--- src/rtl/motion_ctrl_sched.sv ---
// ============================================================================
// Module   : motion_ctrl_sched
// Brief    : Gameplay phase sequencer driving run/jump controls of the sprite
//            position block (countdown, speed ramp, charged jump, game-over).
// Revision : 1.0
// ============================================================================
`default_nettype none

module motion_ctrl_sched #(
    parameter int MIN_SPEED        = 2,
    parameter int MAX_SPEED        = 8,
    parameter int RAMP_FRAMES      = 120,
    parameter int JUMP_MIN         = 8,
    parameter int JUMP_MAX         = 20,
    parameter int CHARGE_DIV       = 4,
    parameter int COUNTDOWN_FRAMES = 180,
    parameter int ACK_FRAMES       = 4
) (
    input  logic        i_clk_pix,
    input  logic        i_rst_n,
    input  logic        i_frame,
    input  logic        i_btn_start,
    input  logic        i_btn_jump,
    input  logic        i_jumping,
    input  logic        i_collide,
    output logic        o_run,
    output logic [15:0] o_run_speed,
    output logic        o_jump,
    output logic [15:0] o_jump_height,
    output logic [2:0]  o_state,
    output logic [15:0] o_score
);

    localparam logic [2:0] S_IDLE      = 3'd0;
    localparam logic [2:0] S_COUNTDOWN = 3'd1;
    localparam logic [2:0] S_RUN       = 3'd2;
    localparam logic [2:0] S_CHARGE    = 3'd3;
    localparam logic [2:0] S_LAUNCH    = 3'd4;
    localparam logic [2:0] S_AIR       = 3'd5;
    localparam logic [2:0] S_OVER      = 3'd6;

    localparam logic [15:0] MIN_SPEED_V = 16'(MIN_SPEED);
    localparam logic [15:0] MAX_SPEED_V = 16'(MAX_SPEED);
    localparam logic [15:0] RAMP_LAST   = 16'(RAMP_FRAMES - 1);
    localparam logic [15:0] JUMP_MIN_V  = 16'(JUMP_MIN);
    localparam logic [15:0] JUMP_MAX_V  = 16'(JUMP_MAX);
    localparam logic [15:0] CHARGE_LAST = 16'(CHARGE_DIV - 1);
    localparam logic [15:0] COUNT_LOAD  = 16'(COUNTDOWN_FRAMES);
    localparam logic [15:0] ACK_LAST    = 16'(ACK_FRAMES - 1);

    logic [2:0]  state;
    logic [2:0]  state_nx;
    logic        start_q;
    logic        jump_q;
    logic [15:0] cnt;
    logic [15:0] ramp;
    logic [15:0] sub;
    logic [15:0] ack;
    logic [15:0] charge;
    logic [15:0] speed;
    logic [15:0] score;
    logic [15:0] height;
    logic        start_rise;
    logic        jump_rise;
    logic        running;
    logic [16:0] score_sum;

    assign start_rise = i_btn_start & ~start_q;
    assign jump_rise  = i_btn_jump & ~jump_q;
    assign running    = (state == S_RUN) || (state == S_CHARGE) ||
                        (state == S_LAUNCH) || (state == S_AIR);
    assign score_sum  = {1'b0, score} + {1'b0, speed};

    // State register
    always_ff @(posedge i_clk_pix) begin
        if (!i_rst_n) begin
            state <= S_IDLE;
        end else begin
            state <= state_nx;
        end
    end

    // Next-state logic; collision overrides every transition out of a running state
    always_comb begin
        state_nx = state;
        case (state)
            S_IDLE:      if (start_rise) state_nx = S_COUNTDOWN;
            S_COUNTDOWN: if (i_frame && cnt == 16'd1) state_nx = S_RUN;
            S_RUN:       if (jump_rise) state_nx = S_CHARGE;
            S_CHARGE:    if (!i_btn_jump) state_nx = S_LAUNCH;
            S_LAUNCH: begin
                if (i_jumping) begin
                    state_nx = S_AIR;
                end else if (i_frame && ack == ACK_LAST) begin
                    state_nx = S_RUN;
                end
            end
            S_AIR:       if (!i_jumping) state_nx = S_RUN;
            S_OVER:      if (start_rise) state_nx = S_COUNTDOWN;
            default:     state_nx = S_IDLE;
        endcase
        if (running && i_collide) begin
            state_nx = S_OVER;
        end
    end

    // Outputs
    always_comb begin
        o_run         = running;
        o_jump        = (state == S_LAUNCH);
        o_state       = state;
        o_run_speed   = speed;
        o_jump_height = height;
        o_score       = score;
    end

    // Datapath: counters, speed ramp, score and jump charge
    always_ff @(posedge i_clk_pix) begin
        if (!i_rst_n) begin
            start_q <= 1'b0;
            jump_q  <= 1'b0;
            cnt     <= 16'd0;
            ramp    <= 16'd0;
            sub     <= 16'd0;
            ack     <= 16'd0;
            charge  <= JUMP_MIN_V;
            speed   <= MIN_SPEED_V;
            score   <= 16'd0;
            height  <= JUMP_MIN_V;
        end else begin
            start_q <= i_btn_start;
            jump_q  <= i_btn_jump;

            if ((state == S_IDLE || state == S_OVER) && start_rise) begin
                cnt   <= COUNT_LOAD;
                score <= 16'd0;
                speed <= MIN_SPEED_V;
                ramp  <= 16'd0;
            end

            if (state == S_COUNTDOWN && i_frame) begin
                cnt <= cnt - 16'd1;
            end

            // Score takes the pre-increment speed when a ramp step lands on the same frame
            if (running && !i_collide && i_frame) begin
                score <= score_sum[16] ? 16'hFFFF : score_sum[15:0];
                if (ramp == RAMP_LAST) begin
                    ramp <= 16'd0;
                    if (speed < MAX_SPEED_V) begin
                        speed <= speed + 16'd1;
                    end
                end else begin
                    ramp <= ramp + 16'd1;
                end
            end

            if (state == S_RUN && jump_rise && !i_collide) begin
                charge <= JUMP_MIN_V;
                sub    <= 16'd0;
            end

            if (state == S_CHARGE && !i_collide) begin
                if (!i_btn_jump) begin
                    height <= charge;
                end else if (i_frame) begin
                    if (sub == CHARGE_LAST) begin
                        sub <= 16'd0;
                        if (charge < JUMP_MAX_V) begin
                            charge <= charge + 16'd1;
                        end
                    end else begin
                        sub <= sub + 16'd1;
                    end
                end
            end

            if (state != S_LAUNCH) begin
                ack <= 16'd0;
            end else if (i_frame) begin
                ack <= ack + 16'd1;
            end
        end
    end

endmodule

`default_nettype wire

--- config.mk ---
export PLATFORM = sky130hd
export DESIGN_NAME = motion_ctrl_sched
export DESIGN_NICKNAME = d
export VERILOG_FILES = /design/src/rtl/motion_ctrl_sched.sv
export SDC_FILE = /design/constraint.sdc
export NUM_CORES = 1
export LEC_CHECK = 0
export ABC_CLOCK_PERIOD_IN_PS = 3600
export CAP_MARGIN = 5
export CORE_ASPECT_RATIO = 0.7
export CORE_MARGIN = 2
export CORE_UTILIZATION = 59
export CTS_CLUSTER_SIZE = 30
export DETAILED_ROUTE_END_ITERATION = 10
export DONT_BUFFER_PORTS = 1
export GPL_TIMING_DRIVEN = 0
export HOLD_SLACK_MARGIN = 0.12
export MAX_ROUTING_LAYER = met4
export PLACE_DENSITY = 0.75
export SKIP_LAST_GASP = 1
export SYNTH_ARGS = -nofsm -noshare
export SYNTH_HDL_FRONTEND = slang
export SYNTH_SLANG_ARGS = --single-unit
export TNS_END_PERCENT = 20
--- constraint.sdc ---
create_clock -name i_clk_pix -period 3.6 [get_ports i_clk_pix]
set_clock_uncertainty 0.1 [all_clocks]
set_input_delay 0.72 -clock i_clk_pix [delete_from_list [all_inputs] [get_ports i_clk_pix]]
set_output_delay 0.72 -clock i_clk_pix [all_outputs]
set_load 0.1 [all_outputs]
==> impl_metrics.env, run 1 <==
export IMPL_avgRoutedWirePerCell_um=18.45
export IMPL_die_y_um=91.40
export IMPL_final_setup_viol_count=0
export IMPL_area_growth_pct=13.14
export IMPL_layout_drive_gt1_share=0.07069
export IMPL_synthAdderAreaFrac=0.04781
export IMPL_power_density_nw_per_um2=599.5
export IMPL_clockPowerShare=0.438
export IMPL_start_util=0.6147
export IMPL_io_pins=60
export IMPL_grt_total_usage=0.3028
export IMPL_yosys_area_share_simple=0.2591
export IMPL_die_area_sq_um=11780
export IMPL_cts_tree="done"
export IMPL_route_detailed_drc=0
export IMPL_power_frac_comb=0.155
export IMPL_netlist_area_sq_um=6437
export IMPL_root_buffer="clkbuf_16"
export IMPL_antenna_cells=0
export IMPL_syn_instance_count=746
export IMPL_power_w=0.004366
export IMPL_critPathMaxFanout=10
export IMPL_avgSynthCellArea_sq_um=8.629
export IMPL_reg2reg_from="o_state[1]"
export IMPL_cts_max_level=4
export IMPL_min_to="start_q"
export IMPL_synthFlopType="dfxtp_1"
export IMPL_wl_um=16790
export IMPL_hpwl_um=11590
export IMPL_syn_nets=777
export IMPL_cts_hold_buf=0
export IMPL_final_nets=796
export IMPL_slew_limit_headroom=0.2075
export IMPL_worstRegToRegCells=6
export IMPL_clock_latency_ns=0.42
export IMPL_p_sw_w=0.001344
export IMPL_crit_chain="buf_4, xor2_4, nor3b_4, nand2_1, or4_1, a21oi_1"
export IMPL_port_buffer_count=0
export IMPL_die_width_um=128.8
export IMPL_holdCritStartpoint="i_btn_start"
export IMPL_ff2ff_setup_slack_ns=0.11
export IMPL_vias_per_cell=6.405
export IMPL_ir_drop_v=0.0004192
export IMPL_status="finished, final reports clean"
export IMPL_drv_cap=0
export IMPL_p_int_w=0.003022
export IMPL_drtAntennaViolNets=0
export IMPL_vias=5829
export IMPL_worst_hold_path_type="in -> reg"
export IMPL_synth_seq_area_share=0.4136
export IMPL_first_pass_iters=6
export IMPL_required_ns=3.84
export IMPL_place_ws_ns=-0.4350
export IMPL_grt_max_degree=17
export IMPL_fin_cells=910
export IMPL_ys_warnings_count=0
export IMPL_clockBufferDepth=2
export IMPL_postCtsSetupRepairBufs=0
export IMPL_period_needed_ns=3.491
export IMPL_setup_slack_ns=0.1085
export IMPL_rsz0062_at_grt="true"
export IMPL_synth_async_reset_ratio=0
export IMPL_num_rows=31
export IMPL_min_period_over_period=0.9699
export IMPL_min_path_cells=1
export IMPL_p_seq_frac=0.407
export IMPL_fmax_mhz=286.4
export IMPL_clkTransAtPathRegs_ns=0.06
export IMPL_p_sw_frac=0.3078
export IMPL_worstMarginPinSlew_ns=1.187
export IMPL_dp_cells=878
export IMPL_synth_mux_area_frac=0.03285
export IMPL_ys_ff_latch=133
export IMPL_critPathLaunchType="flip-flop"
export IMPL_yosysTopAreaCell="dfxtp_1"
export IMPL_end_kind="flip-flop"
export IMPL_drt_iter0_markers=535
export IMPL_synth_top_family_by_area="simple AND/OR/NAND/NOR gates"
export IMPL_core_sq_um=10470
export IMPL_finalHoldViolations=0
export IMPL_worst_ep_arrival_time_ns=3.74
export IMPL_synth_xor_area_frac=0.05559
export IMPL_r2r_end="ramp[10]"
export IMPL_synth_top_cell_area_share=0.4136
export IMPL_slowest_stage="xor2_4"
export IMPL_leakage_nw=2.750
export IMPL_ys_types=66
export IMPL_fill_cells=803
export IMPL_grt_pass1_wl_um=27770
export IMPL_synthTopCellsByArea="dfxtp_1, nor2_1, a21oi_1"
export IMPL_cts_buffers_inserted=17
export IMPL_drv_slew=0
export IMPL_grt_overflow_total=0
export IMPL_gp_congestion=0.9153
export IMPL_timing_hold_ws_ns=0.3222
export IMPL_grt_pass1_vias=5481
export IMPL_crit_type="reg -> reg"
export IMPL_synth_edff_count=0
export IMPL_cts_num_sinks=133
export IMPL_antenna_found_initial=0
export IMPL_critPathMaxStageDelay_ns=0.72
export IMPL_synth_compound_area_frac=0.1648
## stage by stage
stage | util | TNS, ns | instance area (sq um)
floorplan | - | 0 | 6449
global placement | 0.6315 | -8.073 | 6614
detailed placement | 0.6315 | -11.31 | 6614
CTS | 0.6949 | -0.4147 | 7277
global route | 0.6955 | -0.1828 | 7283
finish | 0.6955 | 0 | 7283
## placed cells by master (no fill, tap or decap), types with 18 or more instances in the layout
cell,instances
a21oi_1,63
xnor2_1,20
and3_1,32
nand3_1,27
xor2_1,19
a211oi_1,18
nand2_1,54
ha_1,23
nor2_1,85
clkbuf_1,29
nor3_1,20
dfxtp_1,130
o21ai_0,28
mux2i_1,20
## per-layer routing
metal,share of wire,wire length (um),global-route usage
met4,0.015,255,0.1005
met2,0.44,7372,0.4286
met1,0.48,8034,0.4183
met3,0.067,1124,0.08073
met5,0,0,-
## power by group through the flow
stage	logic, W	registers (W)	clock network [W]
floorplan	0.000506	0.00178	0
finish	0.000675	0.00178	0.00191
CTS	0.000660	0.00178	0.00192
global route	0.000733	0.00178	0.00200
detailed placement	0.000644	0.00180	0
global placement	0.000622	0.00180	0
## state kept, by name, indices dropped and copies added (netlist names)
name           cells
o_jump_height     16
cnt               16
start_q            1
o_run_speed       16
o_score           16
ramp              16
charge            16
jump_q             1
ack               16
sub               16
o_state            3
## Yosys cell counts, types with 12 or more instances
cell type  instances
o21ai_0           28
nand2_1           54
dfxtp_1          133
xnor2_1           20
a21oi_1           63
or3_1             15
and3_1            32
nor2_1            86
nor4_1            15
mux2i_1           20
clkbuf_1          27
nand4_1           15
a211oi_1          18
nor3_1            20
inv_1             12
nand3_1           27
ha_1              23
xor2_1            19
## critical path: cells and delay by family, from the launching register on
kind | cells | cell delay (ns)
DFF | 1 | 0.69
AOI/OAI and AO/OA | 1 | 0.14
buffers and inverters | 1 | 0.30
xor gates and xnor gates | 1 | 0.72
and+or+nand+nor | 3 | 1.46
## layout make-up
class	count	area (sq um)	share of cell area
Tap cell	132	165.2	0.02268
Inverter	12	45.04	0.006185
Clock inverter	9	172.7	0.02371
Clock buffer	23	478.0	0.06562
Sequential cell	133	2666	0.3661
Buffer	31	125.1	0.01718
Multi-Input combinational cell	570	3631	0.4985
## repair_timing
action | CTS | global route
hold endpoints to repair | 0 | 0
setup endpoints to repair | 48 | 16
gates resized for setup | 5 | 2
## worst max path at each step
| stage | startpoint | slack (ns) | end | cells after the start |
|---|---|---|---|---|
| global placement | o_state[1] | -0.37 | ramp[10] | 6 |
| global route | o_state[1] | -0.05 | o_score[4] | 8 |
| floorplan | o_state[1] | 0.18 | ramp[10] | 6 |
| CTS | o_run_speed[0] | -0.05 | o_score[14] | 8 |
| finish | o_state[1] | 0.11 | ramp[10] | 6 |
| detailed placement | o_state[1] | -0.44 | ramp[10] | 6 |
## cell families (layout without fill, tap and decap cells)
logic type / count (synthesis) / after routing
flip-flops: 133 / 133
AND/OR/NAND/NOR: 318 / 318
XOR/XNOR: 40 / 40
adder cells (fa/ha/maj): 24 / 24
AO/OA/AOI/OAI: 167 / 167
buffers and inverters: 43 / 75
multiplexers: 21 / 21
(Power assumes the default switching activity.)
==> inputs of run 2 (changes only) <==
--- a/config.mk
+++ b/config.mk
@@ -5,11 +5,11 @@
 export SDC_FILE = /design/constraint.sdc
 export NUM_CORES = 1
 export LEC_CHECK = 0
-export ABC_CLOCK_PERIOD_IN_PS = 3600
+export ABC_CLOCK_PERIOD_IN_PS = 3000
 export CAP_MARGIN = 5
 export CORE_ASPECT_RATIO = 0.7
 export CORE_MARGIN = 2
-export CORE_UTILIZATION = 59
+export CORE_UTILIZATION = 57
 export CTS_CLUSTER_SIZE = 30
 export DETAILED_ROUTE_END_ITERATION = 10
 export DONT_BUFFER_PORTS = 1
@@ -17,6 +17,7 @@
 export HOLD_SLACK_MARGIN = 0.12
 export MAX_ROUTING_LAYER = met4
 export PLACE_DENSITY = 0.75
+export SKIP_CTS_REPAIR_TIMING = 1
 export SKIP_LAST_GASP = 1
 export SYNTH_ARGS = -nofsm -noshare
 export SYNTH_HDL_FRONTEND = slang
==> constraint.sdc (replaced) <==
create_clock -name i_clk_pix -period 3 [get_ports i_clk_pix]
set_clock_uncertainty 0.1 [all_clocks]
set_input_delay 0.6 -clock i_clk_pix [delete_from_list [all_inputs] [get_ports i_clk_pix]]
set_output_delay 0.6 -clock i_clk_pix [all_outputs]
set_load 0.1 [all_outputs]
==> impl_metrics.env, run 2 (synthesis results as in run 1) <==
export IMPL_crit_type="reg -> reg"
export IMPL_layout_common_cells="dfxtp_1, nor2_1, a21oi_1"
export IMPL_grt_pass1_wl_um=26900
export IMPL_required_ns=3.24
export IMPL_worst_hold_path_type="in -> reg"
export IMPL_die_area_sq_um=12170
export IMPL_rsz0062_at_grt="true"
export IMPL_core_sq_um=11010
export IMPL_grt_pass1_vias=5218
export IMPL_drv_slew=0
export IMPL_final_nets=798
export IMPL_hpwl_um=11680
export IMPL_period_needed_ns=3.026
export IMPL_holdCritStartpoint="i_btn_start"
export IMPL_critPathMaxFanout=10
export IMPL_power_density_nw_per_um2=680.6
export IMPL_fill_cells=869
export IMPL_first_pass_iters=6
export IMPL_die_width_um=131.0
export IMPL_io_pins=60
export IMPL_worstMarginPinSlew_ns=1.050
export IMPL_antenna_cells=0
export IMPL_final_setup_viol_count=1
export IMPL_cts_tree="done"
export IMPL_end_kind="flip-flop"
export IMPL_route_detailed_drc=0
export IMPL_finalHoldViolations=0
export IMPL_violations="setup timing"
export IMPL_port_buffer_count=0
export IMPL_grt_max_degree=17
export IMPL_place_area_sq_um=6651
export IMPL_num_rows=32
export IMPL_clkTransAtPathRegs_ns=0.06
export IMPL_root_buffer="clkbuf_16"
export IMPL_drv_cap=0
export IMPL_area_growth_pct=14.15
export IMPL_slew_limit_headroom=0.2989
export IMPL_fmax_mhz=330.4
export IMPL_timing_hold_ws_ns=0.2060
export IMPL_start_util=0.5847
export IMPL_cts_num_sinks=133
export IMPL_worst_ep_arrival_time_ns=3.27
export IMPL_layout_drive_gt1_share=0.1244
export IMPL_min_period_over_period=1.009
export IMPL_leakage_nw=2.754
export IMPL_grt_overflow_total=0
export IMPL_ir_drop_v=0.0004474
export IMPL_cts_max_level=4
export IMPL_grt_total_usage=0.2904
export IMPL_reg2reg_from="o_state[1]"
export IMPL_avgRoutedWirePerCell_um=17.78
export IMPL_clock_latency_ns=0.42
export IMPL_vias_per_cell=6.265
export IMPL_crit_start="o_state[1]"
export IMPL_stdcell_area_sq_um=7348
export IMPL_drt_iter0_markers=536
export IMPL_layout_commonest_cell="dfxtp_1"
export IMPL_drtAntennaViolNets=0
export IMPL_antenna_found_initial=0
export IMPL_cts_buffers_inserted=17
export IMPL_wl_um=16590
export IMPL_gp_congestion=0.9684
export IMPL_setup_slack_ns=-0.02633
export IMPL_vias=5845
export IMPL_critPathLaunchType="flip-flop"
export IMPL_die_y_um=92.92
export IMPL_clockBufferDepth=2
export IMPL_status="finished, violations left"
[run 2: path summary, 6_finish.rpt]
check,endpoint,slack (ns),cells after the start
min reg2reg,sub[1],0.38,2
min,start_q,0.21,1
max reg2reg,ramp[10],-0.03,6
max,ramp[10],-0.03,6
[run 2: final cells by class]
cell class              instances  area (sq um)  share of cell area
clock inverters                15         157.7             0.02145
well taps                     153         191.4             0.02605
plain buffers                  30         137.6             0.01873
inverters                      12         48.80            0.006641
flip-flops and latches        133          2714              0.3693
clock buffers                  17         425.4             0.05789
repair buffers                  2         15.01            0.002043
multi-input cells             571          3659              0.4979
[run 2: where the power goes]
part / switching (W) / internal [W]
clock network: 0.000817 / 0.00122
logic: 0.000560 / 0.000265
registers: 0.000289 / 0.00185
[run 2: worst max-delay path, cell delays in order (launching register included)]
cell	delay, ns
dfxtp_4	0.54
buf_6	0.21
xor2_4	0.72
nor3b_4	0.43
nand2_1	0.25
or4_1	0.54
a21oi_1	0.15
[run 2: through the flow]
stage,cells,total power [W],setup slack [ns],TNS [ns],utilization
2_1_floorplan,746,0.002754,-0.02139,-0.2065,-
3_3_place_gp,899,0.002905,-0.6269,-18.71,0.6041
3_5_place_dp,899,0.002938,-0.6350,-21.71,0.6041
4_1_cts,931,0.004962,-0.6703,-23.66,0.6570
5_1_grt,933,0.005189,-0.1427,-1.133,0.6674
6_report,933,0.005001,-0.02633,-0.02633,0.6674
[run 2: per-layer routing]
| metal | global-route usage | up-vias | routed length [um] |
|---|---|---|---|
| li1 | - | 2782 | - |
| met1 | 0.4194 | 2805 | 7862 |
| met2 | 0.4046 | 218 | 7204 |
| met3 | 0.06644 | 40 | 1215 |
| met4 | 0.08422 | 0 | 308 |
| met5 | - | - | 0 |
